<file path="src/rtl/t05_histogram_rmw.sv">
// t05_histogram_rmw: per-symbol read-modify-write histogram over an external single-port SRAM
//   clk, rst (async, active-high)      clock and reset
//   en                                 0 holds all state and masks strobes/ready
//   start                              begin a new file: clear all bins, then count
//   sym_valid/sym_ready/sym_data       symbol stream handshake
//   mem_addr/mem_rd/mem_wr             SRAM address and strobes
//   mem_wdata/mem_rdata                SRAM write and read data (read data RD_LAT cycles after mem_rd)
//   busy/done/total/sat                status: active, file complete, symbol count, sticky saturation
module t05_histogram_rmw #(
    parameter int SYM_W = 8,
    parameter int CNT_W = 32,
    parameter int TOT_W = 32,
    parameter int RD_LAT = 2,
    parameter logic [SYM_W-1:0] EOF_SYM = SYM_W'('h1A)
) (
    input  logic             clk,
    input  logic             rst,
    input  logic             en,
    input  logic             start,
    input  logic             sym_valid,
    output logic             sym_ready,
    input  logic [SYM_W-1:0] sym_data,
    output logic [SYM_W-1:0] mem_addr,
    output logic             mem_rd,
    output logic             mem_wr,
    output logic [CNT_W-1:0] mem_wdata,
    input  logic [CNT_W-1:0] mem_rdata,
    output logic             busy,
    output logic             done,
    output logic [TOT_W-1:0] total,
    output logic             sat
);
    typedef enum logic [2:0] {IDLE, CLEAR, ACCEPT, READ, WAITRD, WRITE, DONE} state_t;
    localparam logic [2:0] LAT_LAST = 3'(RD_LAT - 1);
    state_t state, state_d;
    logic [SYM_W-1:0] clr_cnt, sym_q, addr_q;
    logic [2:0] lat_cnt;
    logic [CNT_W-1:0] rdata_q, wdata_q, wr_val;
    logic take, restart, lat_hit;
    assign take = state == ACCEPT && sym_valid;
    assign restart = start && (state == IDLE || state == DONE);
    assign lat_hit = state == WAITRD && lat_cnt == LAT_LAST;
    assign wr_val = &rdata_q ? rdata_q : rdata_q + CNT_W'(1);
    assign sym_ready = en && state == ACCEPT;
    assign mem_rd = en && state == READ;
    assign mem_wr = en && (state == CLEAR || state == WRITE);
    // address and data are only meaningful under a strobe; otherwise the last driven value is held
    assign mem_addr = (mem_rd || mem_wr) ? (state == CLEAR ? clr_cnt : sym_q) : addr_q;
    assign mem_wdata = mem_wr ? (state == CLEAR ? '0 : wr_val) : wdata_q;
    assign busy = state != IDLE && state != DONE;
    always_comb begin
        state_d = state;
        case (state)
            IDLE:    state_d = start ? CLEAR : IDLE;
            CLEAR:   state_d = &clr_cnt ? ACCEPT : CLEAR;
            ACCEPT:  state_d = sym_valid ? READ : ACCEPT;
            READ:    state_d = WAITRD;
            WAITRD:  state_d = lat_hit ? WRITE : WAITRD;
            WRITE:   state_d = sym_q == EOF_SYM ? DONE : ACCEPT;
            DONE:    state_d = start ? CLEAR : DONE;
            default: state_d = IDLE;
        endcase
    end
    always_ff @(posedge clk or posedge rst) begin
        if (rst) begin
            state   <= IDLE;
            clr_cnt <= '0;
            lat_cnt <= '0;
            sym_q   <= '0;
            addr_q  <= '0;
            rdata_q <= '0;
            wdata_q <= '0;
            total   <= '0;
            sat     <= 1'b0;
            done    <= 1'b0;
        end else if (en) begin
            state   <= state_d;
            clr_cnt <= state == CLEAR ? clr_cnt + SYM_W'(1) : '0;
            lat_cnt <= state == WAITRD ? lat_cnt + 3'd1 : '0;
            if (mem_rd || mem_wr) addr_q <= mem_addr;
            if (mem_wr) wdata_q <= mem_wdata;
            if (take) sym_q <= sym_data;
            if (lat_hit) rdata_q <= mem_rdata;
            total   <= restart ? '0 : (take && !(&total)) ? total + TOT_W'(1) : total;
            // total reaching all-ones or a bin already at all-ones marks saturation
            sat     <= restart ? 1'b0 : sat || (take && &total[TOT_W-1:1]) || (state == WRITE && &rdata_q);
            done    <= restart ? 1'b0 : done || (state == WRITE && sym_q == EOF_SYM);
        end
    end
endmodule

</file>
<file path="config.mk">
export PLATFORM = sky130hd
export DESIGN_NAME = t05_histogram_rmw
export DESIGN_NICKNAME = d
export VERILOG_FILES = /design/src/rtl/t05_histogram_rmw.sv
export SDC_FILE = /design/constraint.sdc
export NUM_CORES = 1
export LEC_CHECK = 0
export CAP_MARGIN = 10
export CORE_ASPECT_RATIO = 1.25
export CORE_MARGIN = 1
export CORE_UTILIZATION = 35
export CTS_CLUSTER_DIAMETER = 60
export CTS_CLUSTER_SIZE = 28
export DETAILED_ROUTE_END_ITERATION = 10
export PLACE_DENSITY = 0.63
export SLEW_MARGIN = 30
export SYNTH_ARGS = -nofsm -noshare
export SYNTH_HDL_FRONTEND = slang
export SYNTH_SLANG_ARGS = --single-unit
</file>
<file path="constraint.sdc">
create_clock -name clk -period 11.2 [get_ports clk]
set_clock_uncertainty 0.1 [all_clocks]
set_input_delay 1.68 -clock clk [delete_from_list [all_inputs] [get_ports clk]]
set_output_delay 1.68 -clock clk [all_outputs]
set_load 0.005 [all_outputs]
</file>
==> run metrics, run 1 <==
vias about 5700; Final Power 1.176 mW; part of the Yosys area used for sequential elements roughly 46%; core box area 0.01940 mm²; post-DR wirelength/cell 16.01 µm; crit path max fanout 61; grt met3 use 4.167%; Synth Register Bits 128; dpl cells 1050; Crit path arrival time slightly below 5 ns; detailed placer's ending HPWL 12030 µm; ANT cells 0; fillers 1849; DRC violations left 0; overall die height 159.3 µm; P_leak 3.776 nW; worst hold slack approximately 0.37 ns; Post-Syn Area 0.006928 mm²; status complete, no violations; Crit Path Category input port to output pin; die span in x 127.8 µm; Switching Share 23.66%; Rel. slew slack about 34%; synthesized area per cell around 10 µm²; r2r setup slk 8.30 ns; number of setup buffers added after CTS 0; most frequent cells in the layout dfrtp_1 (128), clkdlybuf4s50_1 (122), o21ai_0 (86); Root Driver clkbuf_16; WL final ~17000 µm; H-tree depth 4; Clk pwr share 50.9%; Initial Util 35.71%; async set-reset flop share out of synthesis 100.0%; fin cells around 1100; Cells after Synth 692; M1 GR Usage between 20% and 30%; clk sinks 128; Final min period 6.628 ns; required time of the critical path 9.42 ns; gr busiest metal met2; Pint 0.8979 mW; IO Pins 123; grt met2 use 30.90%; Achievable Freq 150.9 MHz; PwrDens 130.5 mW/mm²; Slew Limit Fails 0; number of DRC markers in iteration 0 351; area post-placement 0.008368 mm²; DRT antenna net count 0; final net count 854; Tightest Pin Transition ~0.98 ns; CTS tree built; post-layout instance area about 0.0090 mm²; share of cells above drive strength 1 13.95%; kind of start point of the critical path input port; TritonCTS buffer count 17; most common cell after layout, fill and taps aside dfrtp_1; Final period util 59.18%; VDD IR-drop max ~0.10 mV; initial antenna violation count 0; setup violators final 0; cts repair resizes 0; class of the worst hold path flip-flop to flip-flop; Distinct cells, synth 73; # Max-Cap Violations 0; largest net degree at the start of global routing 66; Layout area overhead 30.05%; Rows 57; Syn Nets 742; Fin Setup TNS 0 ns; Worst Setup End Kind output pin; GRT Overall Usage 18.16%; Hold Buf Count CTS 0; clk slew on worst S/H paths about 0.06 ns; Synthesis Warnings 0; main flop type after synthesis dfrtp_1; sequential share of power 42.0%; Vias per Instance 5.303; final hold violations 0; grt total ovfl 0; P_sw 0.2783 mW; Post-synth EDFFs 0; routability cong. 0.7662; CTS Buffer Depth 2; worst skew pair latency 0.42 ns; Logic pwr share around 7.1%; die area slightly above 0.02 mm²; vias in the first global route ~5600; RSZ-0062 raised after global routing no; first-pass GRT wire length around 29000 µm; port bufs roughly 120; Pre-antenna DRT Iters 6
through the flow:
stage	utilization [%]	setup slack (ns)
floorplan	-	6.007
global placement	43.08	4.676
detailed placement	43.14	4.600
CTS	46.41	4.587
global route	46.45	4.354
finish	46.45	4.572
cells in the mapped netlist (all sizes together), types with 10 or more instances:
| library cell | number | share of area, % |
|---|---|---|
| dfrtp | 128 | 46 |
| a31oi | 10 | 0.99 |
| nand3 | 31 | 2.7 |
| and4 | 11 | 1.4 |
| inv | 17 | 0.92 |
| nand2 | 85 | 4.7 |
| mux2i | 15 | 2.2 |
| nand4 | 23 | 2.3 |
| and3 | 14 | 1.3 |
| buf | 14 | 1.4 |
| or3 | 12 | 1.1 |
| nor3 | 11 | 1.0 |
| mux2 | 40 | 6.5 |
| a21oi | 23 | 1.7 |
| xnor2 | 35 | 4.4 |
| o21ai | 90 | 6.5 |
| nor2 | 25 | 1.4 |
| clkbuf | 21 | 1.1 |
layer usage:
metal	wire length, µm	vias to the layer above
met1	7585	2808
met3	712	22
met5	0	-
li1	-	2781
met2	8792	127
met4	234	0
logic make-up after synthesis:
group | synth area share [%]
AOI/OAI and AO/OA | 15.93
buffers and inverters | 3.468
DFF | 46.23
adders and majority gates | 0.9030
muxes | 8.669
xor gates and xnor gates | 5.165
and+or+nand+nor | 19.63
flip-flops by register name, summed over array words and instances (netlist names):
register / flops
addr_q: 8
state: 3
sat: 1
rdata_q: 32
done: 1
lat_cnt: 3
wdata_q: 32
total: 32
sym_q: 8
clr_cnt: 8
layout make-up:
class	count	area [µm²]	share of cell area, %
Tap cell	265	331.6	3.680
Sequential cell	128	3203	35.55
Inverter	17	66.31	0.7360
Clock buffer	17	425.4	4.722
Clock inverter	15	210.2	2.333
Multi-Input combinational cell	512	3507	38.93
Timing Repair Buffer	128	1266	14.05
critical path, stage by stage:
cell and delay, ns:
clkdlybuf4s50_1 0.46, buf_4 0.26, nand2_2 0.49, inv_1 0.32, nand2_1 0.08, buf_4 0.30, or4_1 0.58, nand3_1 0.13
clkdlybuf4s50_1 0.52
power groups by stage:
stage               clock network [mW]  registers [mW]  logic [mW]
global placement                     0           0.502      0.0836
CTS                              0.611           0.493      0.0858
finish                           0.599           0.494      0.0836
floorplan                            0           0.498      0.0391
detailed placement                   0           0.501      0.0855
global route                     0.630           0.496      0.0943
path summary, 6_finish.rpt:
path                            endpoint        start  depth (start not counted)
max                        mem_wdata[31]           en                          9
min                          wdata_q[16]  wdata_q[16]                          2
max reg2reg                  wdata_q[29]     state[1]                          7
min reg2reg                  wdata_q[16]  wdata_q[16]                          2
max in group asynchronous     clr_cnt[1]          rst                          3
min in group asynchronous    rdata_q[28]          rst                          2
Note: power is estimated with default switching activity, not from simulation.
==> inputs of run 2 (changes only) <==
clock period = 6.9 ns   (was 11.2 ns; I/O delays follow)
==> run 2 against run 1 <==
- first-iteration DRC count grew 6.6%
- power grew 65%
- clock power grew 67%
- sequential share of layout area shrank 0.094 points
- largest cell class unchanged
==> run metrics, run 2 (synthesis results as in run 1) <==
top flop regs rdata_q: 32 flops, total: 32 flops, wdata_q: 32 flops; Root Driver clkbuf_16; vias in the first global route 5606 (+0.16%); number of setup buffers added after CTS 0 (unchanged); worst skew pair latency 0.43 ns (about the same); most frequent cells in the layout dfrtp_1 (128), clkdlybuf4s50_1 (122), o21ai_0 (86); detailed placer's ending HPWL 12430 µm (+3.3%); largest net degree at the start of global routing 66 (unchanged); Layout area overhead 30.40%; Vias per Instance 5.299 (about the same); required time of the critical path 5.76 ns (-3.66 ns); CTS Buffer Depth 2 (unchanged); core box area 0.01940 mm² (unchanged); class of the worst hold path flip-flop to flip-flop; crit path max fanout 36 (-41%); overall die height 159.3 µm (unchanged); fin util 46.57% (+0.12 points); CP max-delay cell nand2_1; grt total ovfl 0 (unchanged); die span in x 127.8 µm (unchanged); Rel. slew slack 40.38% (+6.1 points); Pre-antenna DRT Iters 5 (-1); clk sinks 128 (unchanged); Slew Limit Fails 0 (unchanged); Crit path arrival time 4.49 ns (-0.36 ns); setup violators final 0 (unchanged); initial antenna violation count 0 (unchanged); ANT cells 0 (unchanged); Tightest Pin Transition 0.8921 ns (-0.08533 ns); kind of cell adding the most delay to the critical path buffers and inverters; WP buf/inv 5 (unchanged); WL final 17720 µm (+2.3%); Worst Setup End Kind output pin; fillers 1866 (+0.92%); die area 0.02036 mm² (unchanged); number of DRC markers in iteration 0 374 (+6.6%); port bufs 122 (unchanged); VDD IR-drop max 0.1587 mV (+58%); # Max-Cap Violations 0 (unchanged); Rows 57 (unchanged); Final period util 81.45%; cts repair resizes 0 (unchanged); kind of start point of the critical path input port; Hold Buf Count CTS 0 (unchanged); most common cell after layout, fill and taps aside dfrtp_1; P_leak 3.786 nW (+0.25%); DRT antenna net count 0 (unchanged); Crit Path Category input port to output pin; Final min period 5.620 ns; status complete, no violations; area post-placement 0.008368 mm² (unchanged); vias 5734 (-0.070%); PwrDens 214.5 mW/mm² (+64%); share of cells above drive strength 1 13.95% (unchanged); Fin Setup TNS 0 ns (unchanged); r2r setup slk 3.46 ns (-4.84 ns); GRT Overall Usage 18.18% (+0.018 points); H-tree depth 4 (unchanged); RSZ-0062 raised after global routing no; IO Pins 123 (unchanged); first-pass GRT wire length 29100 µm (-0.28%); TritonCTS buffer count 17 (unchanged); final hold violations 0 (unchanged); post-DR wirelength/cell 16.38 µm (+2.3%); CP cell instances clkdlybuf4s50_1 -> buf_4 -> nand2_2 -> inv_1 -> nand2_1 -> buf_4 -> nor3_1 -> mux2i_1 -> nand2_1 -> clkdlybuf4s50_1; clk slew on worst S/H paths 0.06 ns (about the same); Initial Util 35.71% (unchanged); CTS tree built; CP peak stage delay 0.57 ns (about the same); DRC violations left 0 (unchanged); final net count 854 (unchanged); Achievable Freq approximately 180 MHz; routability cong. 0.8046 (+5.0%); post-layout instance area 0.009034 mm² (+0.26%)
## run 2: cell count changes in the layout (fill, tap and decap cells not counted)
cell / change
inv_6: -1
nor4_1: -1
clkinv_2: +1
clkinv_4: -3
clkbuf_8: +1
clkbuf_1: +1
bufinv_16: +1
nor4_2: +1
## run 2: final timing paths
path / start / end / cells after the start
max in group asynchronous: rst / lat_cnt[2] / 3
min reg2reg: wdata_q[13] / wdata_q[13] / 2
min: wdata_q[13] / wdata_q[13] / 2
max reg2reg: state[1] / wdata_q[8] / 8
min in group asynchronous: rst / rdata_q[27] / 2
max: en / mem_wdata[8] / 10
## run 2: stage by stage
step / instances / hold slack, ns / setup WS (ns) / power [mW]
final: 1082 / 0.3682 / 1.280 / 1.937
after CTS: 1082 / 0.3733 / 1.233 / 1.962
after detailed placement: 1050 / 0.3598 / 1.280 / 0.9527
after global placement: 1050 / 0.3498 / 1.425 / 0.9491
after global routing: 1082 / 0.3872 / 0.9644 / 2.010
after floorplan: 692 / 0.3387 / 2.352 / 0.8714
## run 2: tightest hold or removal path: stages (launching register included)
cell     delay, ns
dfrtp_1       0.32
nand2_1       0.05
o21ai_0       0.06
## run 2: layer usage
layer  track usage (%)  part of all wire, %  up-vias
li1                  -                    -     2771
met1             22.85                   44     2828
met2             30.83                   51      119
met3             3.427                  3.4       16
met4             6.684                  1.3        0
met5                 0                    0        -
## run 2: final cells by class
cell class	instances	area [µm²]	share of cell area, %
multi-input combinational	512	3513	38.89
sequential	128	3203	35.46
clock inverter	13	210.2	2.327
timing repair buffer	128	1266	14.02
inverter	17	66.31	0.7341
tap	265	331.6	3.670
clock buffer	19	442.9	4.903
## run 2: report_power, final
| part | leakage, nW | internal [mW] | switching [mW] |
|---|---|---|---|
| logic | 1.71 | 0.0707 | 0.0642 |
| registers | 1.76 | 0.778 | 0.0249 |
| clock network | 0.314 | 0.652 | 0.348 |
| total | 3.79 | 1.50 | 0.437 |
